**src/rtl/tx_serial_fifo.sv**
```systemverilog
// Avalon-MM serial transmitter: write FIFO, run-time baud divisor, framing FSM, status/irq.
// Optional parity support is compiled in with `define TX_SERIAL_FIFO_PARITY_EN.
module tx_serial_fifo #(
  parameter int DATA_W     = 8,
  parameter int FIFO_DEPTH = 16,
  parameter int STOP_BITS  = 1,
  parameter int DIV_RESET  = 433
) (
  input  logic        clk_clk,
  input  logic        reset_reset_n,
  input  logic [1:0]  avs_address,
  input  logic        avs_write,
  input  logic [31:0] avs_writedata,
  input  logic        avs_read,
  output logic [31:0] avs_readdata,
  output logic        irq,
  output logic        tx_serial_data,
  output logic [7:0]  led_readdata
);

  localparam int          AW        = (FIFO_DEPTH > 1) ? $clog2(FIFO_DEPTH) : 1;
  localparam logic [AW:0] DEPTH_C   = (AW+1)'(FIFO_DEPTH);
  localparam logic [3:0]  LAST_DATA = 4'(DATA_W - 1);
  localparam logic [3:0]  LAST_STOP = 4'(STOP_BITS - 1);
  localparam logic [15:0] DIV_INIT  = 16'(DIV_RESET);

  typedef enum logic [2:0] {
    S_IDLE,
    S_START,
    S_DATA,
`ifdef TX_SERIAL_FIFO_PARITY_EN
    S_PARITY,
`endif
    S_STOP
  } state_t;

  logic [DATA_W-1:0] mem [FIFO_DEPTH];
  logic [AW-1:0]     wr_ptr_q, rd_ptr_q;
  logic [AW:0]       count_q;
  logic [DATA_W-1:0] fifo_rdata;
  logic              ovf_q, en_q, irq_en_q;
  logic [15:0]       divisor_q, div_lat_q, cnt_q, cnt_d;
  state_t            state_q, state_d;
  logic [3:0]        idx_q, idx_d;
  logic [DATA_W-1:0] shift_q, shift_d;
  logic              tx_d, load;
  logic              wr_data, wr_status, wr_div, wr_ctrl;
  logic              full, empty, busy, push, can_load, bit_end;
  logic [8:0]        level_ext;
  logic [31:0]       rd_mux;
  logic              unused_bits;
`ifdef TX_SERIAL_FIFO_PARITY_EN
  logic              par_en_cfg_q, odd_cfg_q, par_en_q, par_bit_q;
`endif

  assign wr_data     = avs_write && (avs_address == 2'd0);
  assign wr_status   = avs_write && (avs_address == 2'd1);
  assign wr_div      = avs_write && (avs_address == 2'd2);
  assign wr_ctrl     = avs_write && (avs_address == 2'd3);
  assign full        = (count_q == DEPTH_C);
  assign empty       = (count_q == '0);
  assign busy        = (state_q != S_IDLE);
  // A pop in the same cycle frees a slot, so a write into a full FIFO still lands.
  assign push        = wr_data && (!full || load);
  assign can_load    = en_q && !empty;
  assign bit_end     = (cnt_q == 16'd0);
  assign fifo_rdata  = mem[rd_ptr_q];
  assign level_ext   = 9'(count_q);
  assign unused_bits = ^{avs_writedata[31:16], level_ext[8]};

  always_comb begin
    state_d = state_q;
    load    = 1'b0;
    tx_d    = tx_serial_data;
    idx_d   = idx_q;
    shift_d = shift_q;
    cnt_d   = bit_end ? div_lat_q : cnt_q - 16'd1;
    case (state_q)
      S_IDLE: begin
        cnt_d = cnt_q;
        tx_d  = 1'b1;
        if (can_load) begin
          load    = 1'b1;
          state_d = S_START;
          tx_d    = 1'b0;
        end
      end
      S_START: begin
        if (bit_end) begin
          state_d = S_DATA;
          tx_d    = shift_q[0];
          shift_d = shift_q >> 1;
          idx_d   = '0;
        end
      end
      S_DATA: begin
        if (bit_end) begin
          if (idx_q == LAST_DATA) begin
`ifdef TX_SERIAL_FIFO_PARITY_EN
            if (par_en_q) begin
              state_d = S_PARITY;
              tx_d    = par_bit_q;
            end else begin
              state_d = S_STOP;
              tx_d    = 1'b1;
            end
`else
            state_d = S_STOP;
            tx_d    = 1'b1;
`endif
            idx_d = '0;
          end else begin
            idx_d   = idx_q + 4'd1;
            tx_d    = shift_q[0];
            shift_d = shift_q >> 1;
          end
        end
      end
`ifdef TX_SERIAL_FIFO_PARITY_EN
      S_PARITY: begin
        if (bit_end) begin
          state_d = S_STOP;
          tx_d    = 1'b1;
          idx_d   = '0;
        end
      end
`endif
      S_STOP: begin
        if (bit_end) begin
          if (idx_q == LAST_STOP) begin
            // Chain straight into the next start bit when more data is queued.
            if (can_load) begin
              load    = 1'b1;
              state_d = S_START;
              tx_d    = 1'b0;
            end else begin
              state_d = S_IDLE;
              tx_d    = 1'b1;
            end
          end else begin
            idx_d = idx_q + 4'd1;
          end
        end
      end
      default: state_d = S_IDLE;
    endcase
    if (load) begin
      cnt_d   = divisor_q;
      shift_d = fifo_rdata;
    end
  end

  always_comb begin
    rd_mux = '0;
    case (avs_address)
      2'd1: begin
        rd_mux[0]    = full;
        rd_mux[1]    = empty;
        rd_mux[2]    = busy;
        rd_mux[3]    = ovf_q;
        rd_mux[15:8] = level_ext[7:0];
      end
      2'd2: rd_mux[15:0] = divisor_q;
      2'd3: begin
        rd_mux[0] = en_q;
        rd_mux[1] = irq_en_q;
`ifdef TX_SERIAL_FIFO_PARITY_EN
        rd_mux[2] = par_en_cfg_q;
        rd_mux[3] = odd_cfg_q;
`endif
      end
      default: rd_mux = '0;
    endcase
  end

  always_ff @(posedge clk_clk or negedge reset_reset_n) begin
    if (!reset_reset_n) begin
      state_q        <= S_IDLE;
      tx_serial_data <= 1'b1;
      cnt_q          <= '0;
      idx_q          <= '0;
      div_lat_q      <= DIV_INIT;
      led_readdata   <= '0;
      irq            <= 1'b0;
      avs_readdata   <= '0;
      wr_ptr_q       <= '0;
      rd_ptr_q       <= '0;
      count_q        <= '0;
      ovf_q          <= 1'b0;
      divisor_q      <= DIV_INIT;
      en_q           <= 1'b0;
      irq_en_q       <= 1'b0;
`ifdef TX_SERIAL_FIFO_PARITY_EN
      par_en_cfg_q   <= 1'b0;
      odd_cfg_q      <= 1'b0;
      par_en_q       <= 1'b0;
      par_bit_q      <= 1'b0;
`endif
    end else begin
      state_q        <= state_d;
      tx_serial_data <= tx_d;
      cnt_q          <= cnt_d;
      idx_q          <= idx_d;
      irq            <= irq_en_q & empty & ~busy;
      avs_readdata   <= avs_read ? rd_mux : '0;
      if (load) begin
        div_lat_q    <= divisor_q;
        rd_ptr_q     <= rd_ptr_q + AW'(1);
        led_readdata <= 8'(fifo_rdata);
`ifdef TX_SERIAL_FIFO_PARITY_EN
        par_en_q     <= par_en_cfg_q;
        par_bit_q    <= (^fifo_rdata) ^ odd_cfg_q;
`endif
      end
      if (push) wr_ptr_q <= wr_ptr_q + AW'(1);
      case ({push, load})
        2'b10:   count_q <= count_q + (AW+1)'(1);
        2'b01:   count_q <= count_q - (AW+1)'(1);
        default: count_q <= count_q;
      endcase
      if (wr_data && full && !load) ovf_q <= 1'b1;
      else if (wr_status && avs_writedata[3]) ovf_q <= 1'b0;
      if (wr_div) divisor_q <= (avs_writedata[15:0] == 16'd0) ? 16'd1 : avs_writedata[15:0];
      if (wr_ctrl) begin
        en_q     <= avs_writedata[0];
        irq_en_q <= avs_writedata[1];
`ifdef TX_SERIAL_FIFO_PARITY_EN
        par_en_cfg_q <= avs_writedata[2];
        odd_cfg_q    <= avs_writedata[3];
`endif
      end
    end
  end

  // Storage and shifter carry data only; they need no reset.
  always_ff @(posedge clk_clk) begin
    shift_q <= shift_d;
    if (push) mem[wr_ptr_q] <= avs_writedata[DATA_W-1:0];
  end

endmodule

```
**config.mk**
```make
export PLATFORM = sky130hd
export DESIGN_NAME = tx_serial_fifo
export DESIGN_NICKNAME = d
export VERILOG_FILES = /design/src/rtl/tx_serial_fifo.sv
export SDC_FILE = /design/constraint.sdc
export NUM_CORES = 1
export LEC_CHECK = 0
export ABC_CLOCK_PERIOD_IN_PS = 4380
export BUFFER_PORTS_ARGS = -buffer_cell sky130_fd_sc_hd__buf_2
export CAP_MARGIN = 25
export CORE_MARGIN = 2
export CORE_UTILIZATION = 30
export DETAILED_ROUTE_END_ITERATION = 7
export HOLD_SLACK_MARGIN = 0.03
export SETUP_SLACK_MARGIN = 0.05
export SLEW_MARGIN = 20
export SYNTH_ARGS = -nofsm -noshare
export SYNTH_HDL_FRONTEND = slang
export SYNTH_SLANG_ARGS = --single-unit
```
**constraint.sdc**
```tcl
create_clock -name clk_clk -period 4.38 [get_ports clk_clk]
set_clock_uncertainty 0.2 [all_clocks]
set_input_delay 0.657 -clock clk_clk [delete_from_list [all_inputs] [get_ports clk_clk]]
set_output_delay 0.657 -clock clk_clk [all_outputs]
set_load 0.01 [all_outputs]
```
==> metrics.md <==
| Metric | Value |
|---|---|
| PwrDens | `roughly 600 nW/um^2` |
| Crit-path cells | `inv_1 -> ha_1 -> nor4b_1 -> and2_1 -> a41oi_4 -> o21ai_2 -> and3_1 -> nor2b_1` |
| Row count | `between 60 and 70` |
| Fin crit share | `roughly 78%` |
| Routed wire length | `21.8 mm` |
| Total gr overflow | `0` |
| Setup violators final | `0` |
| Initial Util | `between 30 and 40%` |
| Count of maximum capacitance violations | `0` |
| Die W | `between 150 and 200 microns` |
| Startpoint types | `register` |
| Worst-Skew Late Latency | `~540 ps` |
| First-pass DRT Iterations | `5` |
| Root Buffer | `clkbuf_16` |
| Total core area | `between 30,000 and 40,000 sq um` |
| CP bufs+invs | `1` |
| GRT Util Overall | `approximately an eighth` |
| Clock sinks | `about 230` |
| Die Height | `~190 microns` |
| Crit-path max FO | `8` |
| Cell family with most CP delay | `simple AND/OR/NAND/NOR gates` |
| Vias in the first global route | `between 6k and 7k` |
| Most frequent cells in the layout | `136 x edfxtp_1, 84 x dfrtp_1, 83 x nand2_1` |
| IO buf count | `47` |
| Initial drt markers | `approximately 470` |
| Sequential cell area fraction in the yosys report | `between 60% and 70%` |
| Detailed placement HPWL | `around 15 mm` |
| Power Total | `6.92 mW` |
| Synth warn | `0` |
| Initial antenna violation count | `0` |
| Setup Buffers After CTS | `0` |
| Status | `completed` |
| Largest cells by area after synthesis | `edfxtp_1 40%, dfrtp_1 21%, mux4_2 7.1%` |
| Post-Syn Area | `roughly 10,000 sq um` |
| Post-synth EDFFs | `136` |
| TritonCTS clock tree | `yes` |
| Max Clock Freq | `about 0.29 GHz` |
| Headroom to the max-slew limit | `38.5%` |
| Synth Register Bits | `approximately 230` |
| Antenna Nets Post-Route | `0` |
| Most common cell after layout, fill and taps aside | `edfxtp_1` |
| Clock-pin slew on the worst setup and hold paths | `60 ps` |
| # DRC | `0` |
| Global-route wire length before repair | `34.8 mm` |
| Hold Crit Class | `in -> reg` |
| Slew Limit Fails | `0` |
| Slowest cell on the critical path | `nor2b_1` |
| Max IR drop VDD | `~0.22 mV` |
| Final min period | `roughly 3400 ps` |
| Die area | `around 35,000 sq um` |
| Layout cells sized above 1 | `around a quarter` |
| Worst slew pin tran | `~920 ps` |
| Crit-path max cell delay | `about 630 ps` |
| Leak | `4.49 nW` |
| Unrepaired setup endpoints after global routing | `no` |
| CP Capture Type | `register` |
| Crit path DAT | `between 3000 and 4000 ps` |
| WP data required | `roughly 4300 ps` |
| Syn-to-layout area delta | `15.1%` |
| H-Tree Depth | `1` |
| Largest net degree at the start of global routing | `between 50 and 60` |
| Syn Area/Cell | `around 14 sq um` |
| Endpoints failing hold | `0` |
| Via count | `about 6k` |
| Synth cell types | `60` |
| Placer Congestion | `0.755` |
| CTS buffer count | `26` |
| Ys async rst share | `approximately two fifths` |
| Antenna diode count | `0` |
| Synth Flop Type | `edfxtp_1` |
| Final nets | `roughly 840` |
| Post-DR vias/cell | `about 4.8` |
| Clock Path Buffers | `3` |
| Top cell type's share of synthesized area | `40.4%` |
| Cells after Synth | `between 700 and 800` |
| Critical path class | `reg -> reg` |
| I/O pin count | `80` |
| Leading area contributor after synthesis | `edfxtp_1` |
| Setup TNS | `0 ps` |
| Wirelength per Cell | `17.6 microns` |
power by group:
group / switching, mW / leakage [nW] / total (mW) / internal, mW
Sequential: 0.389 / 2.41 / 3.06 / 2.67
Combinational: 0.962 / 1.68 / 1.77 / 0.812
Clock: 0.849 / 0.396 / 2.09 / 1.24
stage by stage:
stage	hold WS (ps)	std cells	util, %	cell area, sq um	worst slack, ps
after floorplan	161	737	-	10200	1290
after global placement	248	1197	32.4	10800	909
after detailed placement	252	1197	32.4	10800	911
after CTS	164	1243	34.9	11600	890
after global routing	168	1243	34.9	11600	623
final	179	1243	34.9	11600	947
final timing paths:
path                                    from       endpoint  slack (ps)  depth (start not counted)
hold / removal             avs_writedata[15]  divisor_q[15]         180                          2
setup reg to reg                    cnt_q[0]     mem[15][1]         950                          8
min in group asynchronous      reset_reset_n       cnt_q[7]         440                          2
hold reg to reg                 div_lat_q[5]   div_lat_q[5]         260                          2
setup / recovery                    cnt_q[0]     mem[15][1]         950                          8
max in group asynchronous      reset_reset_n   divisor_q[5]        2690                          3
cell usage after synthesis, types with 11 or more instances:
| cell type | count |
|---|---|
| mux4_2 | 32 |
| a211oi_1 | 14 |
| o21ai_0 | 29 |
| nand3_1 | 11 |
| a21oi_1 | 14 |
| clkbuf_1 | 18 |
| a21o_1 | 15 |
| inv_1 | 14 |
| ha_1 | 19 |
| edfxtp_1 | 136 |
| nor2b_1 | 12 |
| dfstp_2 | 11 |
| mux2_2 | 21 |
| buf_4 | 16 |
| nand2_1 | 83 |
| nor2_1 | 51 |
| dfrtp_1 | 85 |
cells by family after synthesis:
logic type	Yosys count	share of synthesized area, %
muxes	63	10.5
buffers and inverters	67	3.43
DFF	232	64.4
other	1	0.0371
xor gates and xnor gates	13	1.13
AOI/OAI and AO/OA	117	8.11
adders and majority gates	19	2.35
and+or+nand+nor	210	10.1
timing repair:
| item | in CTS | in global routing |
|---|---|---|
| gates resized for setup | 0 | 0 |
| hold endpoints to repair | 31 | 0 |
| endpoints found under the setup margin | 0 | 0 |
| hold buffers | 1 | 0 |
registers in the layout, summed over array words and instances (netlist names):
name / count
irq: 1
cnt_q: 16
idx_q: 4
en_q: 1
wr_ptr_q: 4
state_q: 2
shift_q: 8
divisor_q: 16
count_q: 5
avs_readdata: 16
ovf_q: 1
irq_en_q: 1
led_readdata: 8
tx_serial_data: 1
div_lat_q: 16
mem: 128
rd_ptr_q: 4
routing by layer:
metal	part of all wire [%]	GRT usage, %
met2	47	20.5
met5	0	0
met1	45	17.4
met4	2.4	3.57
met3	5.0	2.11
final cells by class:
class                   count  area, sq um
well taps                 448          561
multi-input cells         438         3310
fillers                  3304        21700
clock buffers              34          701
clock inverters            11          119
flip-flops and latches    232         6500
inverters                  14         52.6
repair buffers             66          383
Power figures use the tool's default switching activity.
